<file path="src/rtl/pit_lookup_table_pkg.sv">
// Shared PIT types: request opcodes, scan FSM states and the default buffer address width.
package pit_lookup_table_pkg;

  localparam int unsigned PIT_ADDR_W = 10;

  typedef enum logic {
    OP_LOOKUP = 1'b0,
    OP_INSERT = 1'b1
  } pit_op_e;

  typedef enum logic [1:0] {
    ST_IDLE   = 2'd0,
    ST_SEARCH = 2'd1,
    ST_UPDATE = 2'd2
  } pit_state_e;

endpackage

</file>
<file path="src/rtl/pit_lookup_table_if.sv">
// Request/response bus between the name-hash stage (master) and the PIT lookup table (slave).
interface pit_lookup_table_if #(
  parameter int unsigned KEY_W  = 16,
  parameter int unsigned ADDR_W = 10,
  parameter int unsigned OCC_W  = 5
);

  logic              req_valid;
  logic              req_ready;
  logic              req_op;
  logic [KEY_W-1:0]  req_key;
  logic              resp_valid;
  logic [ADDR_W:0]   table_entry;
  logic              resp_full;
  logic [OCC_W-1:0]  occupancy;

  modport master (
    output req_valid, req_op, req_key,
    input  req_ready, resp_valid, table_entry, resp_full, occupancy
  );

  modport slave (
    input  req_valid, req_op, req_key,
    output req_ready, resp_valid, table_entry, resp_full, occupancy
  );

endinterface

</file>
<file path="src/rtl/pit_lookup_table_tick_gen.sv">
// Free-running lifetime prescaler: one-cycle tick every TICK_DIV clocks.
module pit_lookup_table_tick_gen #(
  parameter int unsigned TICK_DIV = 1024
) (
  input  logic clk,
  input  logic reset,
  output logic tick
);

  localparam int unsigned CNT_W = (TICK_DIV > 1) ? $clog2(TICK_DIV) : 1;
  localparam logic [CNT_W-1:0] CNT_MAX = CNT_W'(TICK_DIV - 1);

  logic [CNT_W-1:0] cnt_q, cnt_d;
  logic             tick_q, tick_d;

  always_comb begin
    tick_d = (cnt_q == CNT_MAX);
    cnt_d  = tick_d ? '0 : cnt_q + CNT_W'(1);
  end

  always_ff @(posedge clk or negedge reset) begin
    if (!reset) begin
      cnt_q  <= '0;
      tick_q <= 1'b0;
    end else begin
      cnt_q  <= cnt_d;
      tick_q <= tick_d;
    end
  end

  assign tick = tick_q;

endmodule

</file>
<file path="src/rtl/pit_lookup_table.sv">
// PIT pending-interest table: sequential-scan lookup/insert responder with per-entry lifetimes.
// table_entry = {hit, buffer address}; slot k owns buffer base k * (2**ADDR_W / ENTRIES).
module pit_lookup_table
  import pit_lookup_table_pkg::*;
#(
  parameter int unsigned ENTRIES  = 16,
  parameter int unsigned KEY_W    = 16,
  parameter int unsigned ADDR_W   = PIT_ADDR_W,
  parameter int unsigned LIFE_W   = 8,
  parameter int unsigned LIFETIME = 200,
  parameter int unsigned TICK_DIV = 1024
) (
  input  logic              clk,
  input  logic              reset,
  pit_lookup_table_if.slave bus
);

  localparam int unsigned IDX_W  = $clog2(ENTRIES);
  localparam int unsigned OCC_W  = IDX_W + 1;
  localparam int unsigned STRIDE = (2 ** ADDR_W) / ENTRIES;

  function automatic logic [ADDR_W-1:0] slot_addr(input logic [IDX_W-1:0] i);
    return ADDR_W'(32'(i) * STRIDE);
  endfunction

  pit_state_e        state_q, state_d;
  pit_op_e           op_q, op_d;
  logic [KEY_W-1:0]  key_q, key_d;
  logic [IDX_W-1:0]  idx_q, idx_d;
  logic [IDX_W-1:0]  free_idx_q, free_idx_d;
  logic              hit_q, hit_d;
  logic              free_ok_q, free_ok_d;
  logic [ENTRIES-1:0] valid_q, valid_d;
  logic [KEY_W-1:0]  keys_q [ENTRIES];
  logic [KEY_W-1:0]  keys_d [ENTRIES];
  logic [LIFE_W-1:0] life_q [ENTRIES];
  logic [LIFE_W-1:0] life_d [ENTRIES];
  logic [OCC_W-1:0]  occ_q, occ_d;
  logic              req_ready_q, req_ready_d;
  logic              resp_valid_q, resp_valid_d;
  logic              resp_full_q, resp_full_d;
  logic [ADDR_W:0]   table_entry_q, table_entry_d;

  logic              tick;
  logic              accept_c;
  logic              cmp_hit_c;
  logic              last_c;
  logic              upd_sel_c;
  logic [IDX_W-1:0]  upd_idx_c;
  logic              alloc_c;
  logic              consume_c;
  logic [OCC_W-1:0]  n_exp_c;

  pit_lookup_table_tick_gen #(.TICK_DIV(TICK_DIV)) u_tick (
    .clk   (clk),
    .reset (reset),
    .tick  (tick)
  );

  assign accept_c  = bus.req_valid && req_ready_q;
  assign cmp_hit_c = valid_q[idx_q] && (keys_q[idx_q] == key_q);
  assign last_c    = (idx_q == IDX_W'(ENTRIES - 1));

  always_ff @(posedge clk or negedge reset) begin
    if (!reset) state_q <= ST_IDLE;
    else        state_q <= state_d;
  end

  // Scan sequencing: early exit on the first valid key match.
  always_comb begin
    state_d = state_q;
    unique case (state_q)
      ST_IDLE:   if (accept_c) state_d = ST_SEARCH;
      ST_SEARCH: if (cmp_hit_c || last_c) state_d = ST_UPDATE;
      ST_UPDATE: state_d = ST_IDLE;
      default:   state_d = ST_IDLE;
    endcase
  end

  always_comb begin
    op_d          = op_q;
    key_d         = key_q;
    idx_d         = idx_q;
    hit_d         = hit_q;
    free_ok_d     = free_ok_q;
    free_idx_d    = free_idx_q;
    valid_d       = valid_q;
    keys_d        = keys_q;
    life_d        = life_q;
    req_ready_d   = (state_d == ST_IDLE);
    resp_valid_d  = 1'b0;
    resp_full_d   = resp_full_q;
    table_entry_d = table_entry_q;
    upd_sel_c     = 1'b0;
    upd_idx_c     = idx_q;
    alloc_c       = 1'b0;
    consume_c     = 1'b0;
    n_exp_c       = '0;

    // The slot touched by UPDATE skips this edge's tick: the action wins.
    if (state_q == ST_UPDATE) begin
      if (hit_q) begin
        upd_sel_c = 1'b1;
      end else if (op_q == OP_INSERT && free_ok_q) begin
        upd_sel_c = 1'b1;
        upd_idx_c = free_idx_q;
      end
    end

    if (tick) begin
      for (int i = 0; i < int'(ENTRIES); i++) begin
        if (valid_q[i] && !(upd_sel_c && upd_idx_c == IDX_W'(i))) begin
          if (life_q[i] == LIFE_W'(1)) begin
            valid_d[i] = 1'b0;
            life_d[i]  = '0;
            n_exp_c    = n_exp_c + OCC_W'(1);
          end else begin
            life_d[i] = life_q[i] - LIFE_W'(1);
          end
        end
      end
    end

    unique case (state_q)
      ST_IDLE: begin
        if (accept_c) begin
          op_d      = pit_op_e'(bus.req_op);
          key_d     = bus.req_key;
          idx_d     = '0;
          hit_d     = 1'b0;
          free_ok_d = 1'b0;
        end
      end
      ST_SEARCH: begin
        if (!valid_q[idx_q] && !free_ok_q) begin
          free_ok_d  = 1'b1;
          free_idx_d = idx_q;
        end
        if (cmp_hit_c)    hit_d = 1'b1;
        else if (!last_c) idx_d = idx_q + IDX_W'(1);
      end
      ST_UPDATE: begin
        resp_valid_d  = 1'b1;
        resp_full_d   = 1'b0;
        table_entry_d = '0;
        if (hit_q) begin
          table_entry_d = {1'b1, slot_addr(idx_q)};
          if (op_q == OP_LOOKUP) begin
            valid_d[idx_q] = 1'b0;
            life_d[idx_q]  = '0;
            consume_c      = valid_q[idx_q];
          end else begin
            // A match that expired after its compare is brought back by the refresh.
            valid_d[idx_q] = 1'b1;
            life_d[idx_q]  = LIFE_W'(LIFETIME);
            alloc_c        = !valid_q[idx_q];
          end
        end else if (op_q == OP_INSERT) begin
          if (free_ok_q) begin
            valid_d[free_idx_q] = 1'b1;
            keys_d[free_idx_q]  = key_q;
            life_d[free_idx_q]  = LIFE_W'(LIFETIME);
            alloc_c             = 1'b1;
            table_entry_d       = {1'b0, slot_addr(free_idx_q)};
          end else begin
            resp_full_d = 1'b1;
          end
        end
      end
      default: ;
    endcase

    occ_d = occ_q + OCC_W'(alloc_c) - OCC_W'(consume_c) - n_exp_c;
  end

  always_ff @(posedge clk or negedge reset) begin
    if (!reset) begin
      op_q          <= OP_LOOKUP;
      key_q         <= '0;
      idx_q         <= '0;
      hit_q         <= 1'b0;
      free_ok_q     <= 1'b0;
      free_idx_q    <= '0;
      valid_q       <= '0;
      for (int i = 0; i < int'(ENTRIES); i++) begin
        keys_q[i] <= '0;
        life_q[i] <= '0;
      end
      occ_q         <= '0;
      req_ready_q   <= 1'b1;
      resp_valid_q  <= 1'b0;
      resp_full_q   <= 1'b0;
      table_entry_q <= '0;
    end else begin
      op_q          <= op_d;
      key_q         <= key_d;
      idx_q         <= idx_d;
      hit_q         <= hit_d;
      free_ok_q     <= free_ok_d;
      free_idx_q    <= free_idx_d;
      valid_q       <= valid_d;
      keys_q        <= keys_d;
      life_q        <= life_d;
      occ_q         <= occ_d;
      req_ready_q   <= req_ready_d;
      resp_valid_q  <= resp_valid_d;
      resp_full_q   <= resp_full_d;
      table_entry_q <= table_entry_d;
    end
  end

  assign bus.req_ready   = req_ready_q;
  assign bus.resp_valid  = resp_valid_q;
  assign bus.resp_full   = resp_full_q;
  assign bus.table_entry = table_entry_q;
  assign bus.occupancy   = occ_q;

endmodule

</file>
<file path="src/flat_wrapper.sv">
// flat-port wrapper written by rule: the top's interface ports become plain ports
module pit_lookup_table_flat import pit_lookup_table_pkg::*;
#(
  parameter int unsigned ENTRIES  = 16,
  parameter int unsigned KEY_W    = 16,
  parameter int unsigned ADDR_W   = PIT_ADDR_W,
  parameter int unsigned LIFE_W   = 8,
  parameter int unsigned LIFETIME = 200,
  parameter int unsigned TICK_DIV = 1024
)
  (clk, reset, bus_req_valid, bus_req_op, bus_req_key, bus_req_ready, bus_resp_valid, bus_table_entry, bus_resp_full, bus_occupancy);
  pit_lookup_table_if #(.KEY_W(KEY_W), .ADDR_W(ADDR_W), .OCC_W(($clog2(ENTRIES) + 1))) bus_i ();
  input  logic clk;
  input  logic reset;
  input wire logic [$bits(bus_i.req_valid)-1:0] bus_req_valid;
  input wire logic [$bits(bus_i.req_op)-1:0] bus_req_op;
  input wire logic [$bits(bus_i.req_key)-1:0] bus_req_key;
  output wire logic [$bits(bus_i.req_ready)-1:0] bus_req_ready;
  output wire logic [$bits(bus_i.resp_valid)-1:0] bus_resp_valid;
  output wire logic [$bits(bus_i.table_entry)-1:0] bus_table_entry;
  output wire logic [$bits(bus_i.resp_full)-1:0] bus_resp_full;
  output wire logic [$bits(bus_i.occupancy)-1:0] bus_occupancy;
  assign bus_i.req_valid = bus_req_valid;
  assign bus_i.req_op = bus_req_op;
  assign bus_i.req_key = bus_req_key;
  assign bus_req_ready = bus_i.req_ready;
  assign bus_resp_valid = bus_i.resp_valid;
  assign bus_table_entry = bus_i.table_entry;
  assign bus_resp_full = bus_i.resp_full;
  assign bus_occupancy = bus_i.occupancy;
  pit_lookup_table #(.ENTRIES(ENTRIES), .KEY_W(KEY_W), .ADDR_W(ADDR_W), .LIFE_W(LIFE_W), .LIFETIME(LIFETIME), .TICK_DIV(TICK_DIV)) u_core (.clk(clk), .reset(reset), .bus(bus_i));
endmodule
</file>
<file path="config.mk">
export PLATFORM = sky130hd
export DESIGN_NAME = pit_lookup_table_flat
export DESIGN_NICKNAME = d
export VERILOG_FILES = /design/src/rtl/pit_lookup_table_pkg.sv /design/src/rtl/pit_lookup_table_if.sv /design/src/rtl/pit_lookup_table_tick_gen.sv /design/src/rtl/pit_lookup_table.sv /design/src/flat_wrapper.sv
export SDC_FILE = /design/constraint.sdc
export NUM_CORES = 1
export LEC_CHECK = 0
export ABC_AREA = 1
export CAP_MARGIN = 25
export CORE_MARGIN = 5
export CORE_UTILIZATION = 45
export DETAILED_ROUTE_END_ITERATION = 16
export SLEW_MARGIN = 20
export SYNTH_ARGS = -nofsm -noshare
export SYNTH_HDL_FRONTEND = slang
export SYNTH_SLANG_ARGS = --single-unit
</file>
<file path="constraint.sdc">
create_clock -name clk -period 12.4 [get_ports clk]
set_clock_uncertainty 0.1 [all_clocks]
set_input_delay 1.86 -clock clk [delete_from_list [all_inputs] [get_ports clk]]
set_output_delay 1.86 -clock clk [all_outputs]
set_load 0.01 [all_outputs]
</file>
==> out/metrics.yaml, run 1 <==
synth.distinct_cells: 60
r2r_setup_slack_ns: 1.64
synth_top_flop_cell: "dfrtp_1"
firstDrtPassIters: 5
min_path_type: "reg2reg"
clk_latency_ns: 0.62
async_flop_share: 1.000
drt-met1-wl_um: 32430
vias: 21830
r2r-end: "u_core.bus.occupancy[4]"
synthesis.instances: 3237
cts.sinks: 453
cts_resized: 0
top_layer: "met4"
ff2ff_path_depth: 72
critPathMostFrequentCell: "nand2_1"
maxSlewViolCount: 0
r2r-start: "u_core.op_q"
ys_seq_area_frac: 0.4539
maxSlewHeadroom: 0.3494
synth_edf_count: 0
rows: 86
cp_slowest_stage_delay_ns: 0.66
port_buffers: 32
wl_met2_um: 31820
cts_tree: "built"
initialDrtViolationCount: 1701
power.leakage_nw: 12.85
first_global_vias: 21090
power_density_nw_per_um2: 165.5
hold_end: "u_core.keys_q[110]"
setup_viol: 0
worstHoldStart: "u_core.keys_q[110]"
ctsHoldBuffers: 0
ys_ff_latch: 453
io_pins: 39
grt_max_degree: 189
finalCriticalPeriod_ns: 10.76
placedCellCount: 3907
synth_area_um2: 24980
max_freq_mhz: 92.94
cp.required_ns: 12.85
worstPathArrival_ns: 11.21
fin_crit_sh: 0.8677
rsz0062_at_grt: "false"
die_h_um: 245.6
avgSynthCellArea_um2: 7.717
post-cts-setup-buffers: 0
vdd_drop_max_uv: 134.0
gr-total-overflow: 0
antenna_found_initial: 0
total_power_mw: 4.585
critical_path_class: "reg2reg"
fp.coreArea_um2: 55090
cp_max_fo: 17
post_dp_cell_area_um2: 25940
cts_made_buffers: 52
drc_errors: 0
cts_root_buf: "clkbuf_16"
cts_max_path_buffers: 3
hold_violations: 0
path_clk_slew_ns: 0.06
drt-total-wl_um: 70140
setup_tns_ns: 0
place.detailed.hpwl_um: 44830
holdPathStages: 2
die-width_um: 245.6
cp-end-kind: "flop"
htreeDepth: 2
instances_no_fill: 4004
place_congestion: 0.9272
grt_pass1_wl_um: 112700
status: "finished, final reports clean"
fin_area_um2: 27710
critPathLaunchType: "flop"
drive_above_1_share: 0.06851
slowest_stage: "dfrtp_1"
ant_nets: 0
track_usage: 0.2307
final_net_count: 3296
die-area_um2: 60320
yosys_warnings: 0
area_growth_pct: 10.92
met3_length_um: 3485
wire_per_inst_um: 17.52
maxCapViolCount: 0
initial_core_util: 0.4534
tightest_slew_ns: 0.9700
viasPerCell: 5.452
==> through the flow <==
stage          hold slack, ns    util  worst slack, ns
2_1_floorplan          0.3478       -            3.183
4_1_cts                0.3825  0.5020            1.688
3_3_place_gp           0.3607  0.4708            2.022
6_report               0.3808  0.5029            1.640
5_1_grt                0.3956  0.5029           0.6002
3_5_place_dp           0.3678  0.4708            1.715
==> routing by layer <==
metal  up-vias  track usage
met5         -            0
met4         0      0.07745
met3       141      0.03293
met2       570       0.3755
met1     10450       0.3192
li1      10670            -
==> report_power, final <==
part / switching (mW) / internal [mW] / leakage [nW]
Sequential: 0.116 / 1.58 / 6.14
Clock: 0.644 / 0.894 / 0.844
Combinational: 0.960 / 0.393 / 5.86
==> critical path: cells and delay by family, from the launching register on <==
kind                       cells  cell delay [ns]
and+or+nand+nor               43             4.82
adders and majority gates     12             3.08
buffers and inverters         11             0.93
AOI/OAI and AO/OA              5             0.86
DFF                            1             0.66
xor gates and xnor gates       1             0.22
==> cells in the mapped netlist (all sizes together), types with 2 or more instances <==
cell / instances / area [µm²]
nand2: 666 / 2665
o21ai: 496 / 2486
dfrtp: 452 / 11310
nor2: 421 / 1639
inv: 354 / 1331
nand3: 156 / 928.4
clkbuf: 131 / 495.5
a21oi: 98 / 494.2
o22ai: 65 / 406.6
ha: 58 / 725.7
nand4: 45 / 287.8
xor2: 44 / 385.4
nor3: 41 / 205.2
a31oi: 27 / 168.9
o31ai: 22 / 165.2
xnor2: 20 / 175.2
buf: 16 / 102.6
or2: 15 / 93.84
a221oi: 14 / 122.6
a22o: 13 / 113.9
nor4: 12 / 75.07
o211ai: 10 / 75.07
nand3b: 8 / 60.06
nor3b: 7 / 52.55
a22oi: 6 / 45.04
a211oi: 5 / 37.54
a21boi: 5 / 37.54
nor4b: 4 / 35.03
a32oi: 3 / 26.28
fa: 3 / 60.06
o41ai: 3 / 26.28
clkinv: 2 / 7.510
o2111ai: 2 / 17.52
o21a: 2 / 15.01
o221ai: 2 / 17.52
or4: 2 / 15.01
==> logic make-up (layout without fill, tap and decap cells) <==
group	Yosys count	after routing	share of synthesized area
other	1	7	0.0001501
AO/OA/AOI/OAI	776	776	0.1716
buffers and inverters	503	516	0.07754
XOR/XNOR	64	64	0.02244
AND/OR/NAND/NOR	1379	1379	0.2430
adder cells (fa/ha/maj)	61	61	0.03146
flip-flops	453	453	0.4539
==> layout by cell type (no fill, tap or decap), types with 8 or more instances in the layout <==
cell             netlist  routed
a21oi_1               97      97
a221oi_1              14      14
a22o_1                13      13
a31oi_1               27      27
buf_4                  9      31
clkbuf_1             130      13
clkbuf_16              0      52
clkbuf_8               0      16
clkdlybuf4s50_1        0      31
dfrtp_1              452     450
ha_1                  58      58
inv_1                342     339
inv_2                 11      13
nand2_1              630     629
nand2_2               21      22
nand2_4               15      15
nand3_1              134     134
nand3_2               17      17
nand3b_1               8       8
nand4_1               44      44
nor2_1               413     410
nor3_1                41      40
nor4_1                12      12
o211ai_1              10      10
o21ai_0              494     494
o22ai_1               65      65
o31ai_1               22      22
or2_2                 15      15
xnor2_1               20      20
xor2_1                44      44
==> state kept, by name, summed over array words and instances (netlist names) <==
name                    count
u_core.valid_q             16
u_core.op_q                 1
u_core.bus.req_ready        1
u_core.bus.resp_full        1
u_core.u_tick.cnt_q        10
u_core.idx_q                4
u_core.bus.table_entry      5
u_core.free_ok_q            1
u_core.state_q              2
u_core.bus.resp_valid       1
u_core.free_idx_q           4
u_core.life_q             128
u_core.u_tick.tick          1
u_core.bus.occupancy        5
u_core.hit_q                1
u_core.keys_q             256
u_core.key_q               16
==> layout make-up <==
type / instances / area (µm²)
tap: 748 / 935.9
multi-input combinational: 2286 / 11740
fill: 5371 / 27390
sequential: 453 / 11340
timing repair buffer: 66 / 625.6
antenna: 1 / 2.502
clock inverter: 13 / 150.1
clock buffer: 81 / 1570
inverter: 356 / 1341
==> how the worst max path moves through the flow <==
stage | endpoint | from | cells after the start
finish | u_core.bus.occupancy[4] | u_core.op_q | 72
global route | u_core.bus.occupancy[4] | u_core.op_q | 72
CTS | u_core.bus.occupancy[4] | u_core.op_q | 71
detailed placement | u_core.bus.occupancy[4] | u_core.op_q | 72
global placement | u_core.bus.occupancy[4] | u_core.op_q | 71
floorplan | u_core.bus.occupancy[4] | u_core.state_q[1] | 71
No activity file was read; power rests on OpenSTA's default activity.
==> run 2, diff against run 1 <==
DONT_BUFFER_PORTS = 1   (was unset)
SETUP_SLACK_MARGIN = 0.15   (was unset)
SLEW_MARGIN = 30   (was 20)
==> run 2 against run 1 <==
Critical path type unchanged; count of clock-buffer cells in the layout is the same; the run now ends with slew limit left; critical endpoint unchanged; core utilization down 0.80 points; die area did not move; sequential share of layout area increased by 0.66 points; combinational power decreased by 5%; flip-flop and latch count unchanged; via count shrank 1.2%.
==> out/metrics.yaml, run 2 (same netlist as run 1, synthesis figures left out) <==
status: "finished, violations left"
violations: "slew limit"
max_freq_mhz: 92.61
fp.coreArea_um2: 55090
largest_register_ff_count: 256
track_usage: 0.2293
cts_tree: "built"
cts_resized: 0
initial_core_util: 0.4534
r2r-start: "u_core.op_q"
grt_pass1_wl_um: 112300
clk_latency_ns: 0.60
ant_nets: 0
hold_violations: 0
seqCellArea_um2: 11340
top_register: "u_core.keys_q"
vdd_drop_max_uv: 111.8
min_path_type: "reg2reg"
cp.required_ns: 12.84
cts_root_buf: "clkbuf_16"
fillerInstances: 5392
maxCapViolCount: 0
ctsHoldBuffers: 0
post_dp_cell_area_um2: 25560
cp-end-kind: "flop"
slowest_stage: "dfrtp_1"
path_clk_slew_ns: 0.06
place.detailed.hpwl_um: 43760
power.leakage_nw: 12.67
maxSlewHeadroom: -0.6209
cts_max_path_buffers: 3
fin_area_um2: 27260
maxSlewViolCount: 381
rows: 86
worstPathArrival_ns: 11.24
first_global_vias: 20500
drc_errors: 0
critPathLaunchType: "flop"
power_density_nw_per_um2: 165.9
rsz0062_at_grt: "false"
seqPwrFrac: 0.378
area_growth_pct: 9.151
drive_above_1_share: 0.06723
layout_commonest_cell: "nand2_1"
critPathMostFrequentCell: "nand2_1"
gr-total-overflow: 0
pwr-share-clk: 0.340
tightest_slew_ns: 2.431
r2r-end: "u_core.bus.occupancy[4]"
critical_path_class: "reg2reg"
initialDrtViolationCount: 1978
hold_slack_ns: 0.3779
antenna_found_initial: 1
intPower_mw: 2.865
setup_tns_ns: 0
die-area_um2: 60320
cp_slowest_stage_delay_ns: 0.70
multi_input_area_um2: 11750
grt_max_degree: 454
holdPathStages: 2
ff2ff_path_depth: 73
io_pins: 39
htreeDepth: 2
viasPerCell: 5.444
post-cts-setup-buffers: 0
r2r_setup_slack_ns: 1.60
p_switching_mw: 1.658
cts.sinks: 453
vias: 21560
setup_viol: 0
firstDrtPassIters: 5
worstHoldStart: "u_core.keys_q[152]"
final_cell_mix: "626 x nand2_1, 494 x o21ai_0, 450 x dfrtp_1, 409 x nor2_1, 339 x inv_1"
pwr-share-comb: 0.282
finalCriticalPeriod_ns: 10.80
cp_max_fo: 17
cts_made_buffers: 51
top_regs: "u_core.keys_q (256), u_core.life_q (128)"
hold_end: "u_core.keys_q[152]"
place_congestion: 0.9112
die-width_um: 245.6
die_h_um: 245.6
fin_crit_sh: 0.8708
drt-total-wl_um: 70230
port_buffers: 0
final_net_count: 3254
switching_share: 0.3665
wire_per_inst_um: 17.73
n_antenna_cell: 0
-- run 2: cell count changes in the layout (fill, tap and decap cells not counted), sizes merged --
| cell | before | now |
|---|---|---|
| clkinv | 10 | 8 |
| buf | 35 | 25 |
| diode | 1 | 0 |
| clkdlybuf4s50 | 31 | 0 |
| clkinvlp | 2 | 0 |
| bufinv | 1 | 3 |
| inv | 356 | 357 |
-- run 2: worst max path at each step --
stage                              end  cells after the start         startpoint
2_1_floorplan  u_core.bus.occupancy[4]                     71  u_core.state_q[1]
3_3_place_gp   u_core.bus.occupancy[4]                     71        u_core.op_q
3_5_place_dp   u_core.bus.occupancy[4]                     72        u_core.op_q
4_1_cts        u_core.bus.occupancy[4]                     72        u_core.op_q
5_1_grt        u_core.bus.occupancy[4]                     73        u_core.op_q
6_report       u_core.bus.occupancy[4]                     73        u_core.op_q
-- run 2: cell type report --
class	instances	share of cell area
Inverter	356	0.04919
Timing Repair Buffer	25	0.007021
Clock inverter	12	0.005369
Sequential cell	453	0.4160
Multi-Input combinational cell	2286	0.4309
Tap cell	748	0.03433
Clock buffer	81	0.05718
-- run 2: power groups by stage --
| stage | sequential [mW] | combinational, mW | clock (mW) |
|---|---|---|---|
| detailed placement | 1.73 | 1.27 | 0 |
| finish | 1.71 | 1.28 | 1.54 |
| floorplan | 1.66 | 0.947 | 0 |
| global placement | 1.73 | 1.26 | 0 |
| CTS | 1.71 | 1.27 | 1.58 |
| global route | 1.72 | 1.42 | 1.64 |
-- run 2: stage by stage --
| stage | power [mW] | utilization | worst slack (ns) | std cells |
|---|---|---|---|---|
| 5_1_grt | 4.780 | 0.4949 | 0.6583 | 3961 |
| 4_1_cts | 4.558 | 0.4948 | 1.660 | 3961 |
| 3_5_place_dp | 3.000 | 0.4639 | 1.708 | 3868 |
| 2_1_floorplan | 2.611 | - | 3.183 | 3242 |
| 6_report | 4.523 | 0.4949 | 1.602 | 3961 |
| 3_3_place_gp | 2.987 | 0.4639 | 1.989 | 3868 |
-- run 2: layer usage --
metal,vias up,GRT usage,wire length (µm)
li1,10570,-,-
met1,10310,0.3266,32740
met2,571,0.3704,31850
met3,112,0.03348,3835
met4,2,0.06006,1788
met5,-,0,13
-- run 2: critical path: cells and delay by family (launching register included) --
family                   cells  cell delay [ns]
AO/OA/AOI/OAI                5             0.84
adder cells (fa/ha/maj)     12             3.06
AND/OR/NAND/NOR             43             4.85
XOR/XNOR                     1             0.21
flip-flops                   1             0.70
buffers and inverters       12             0.99
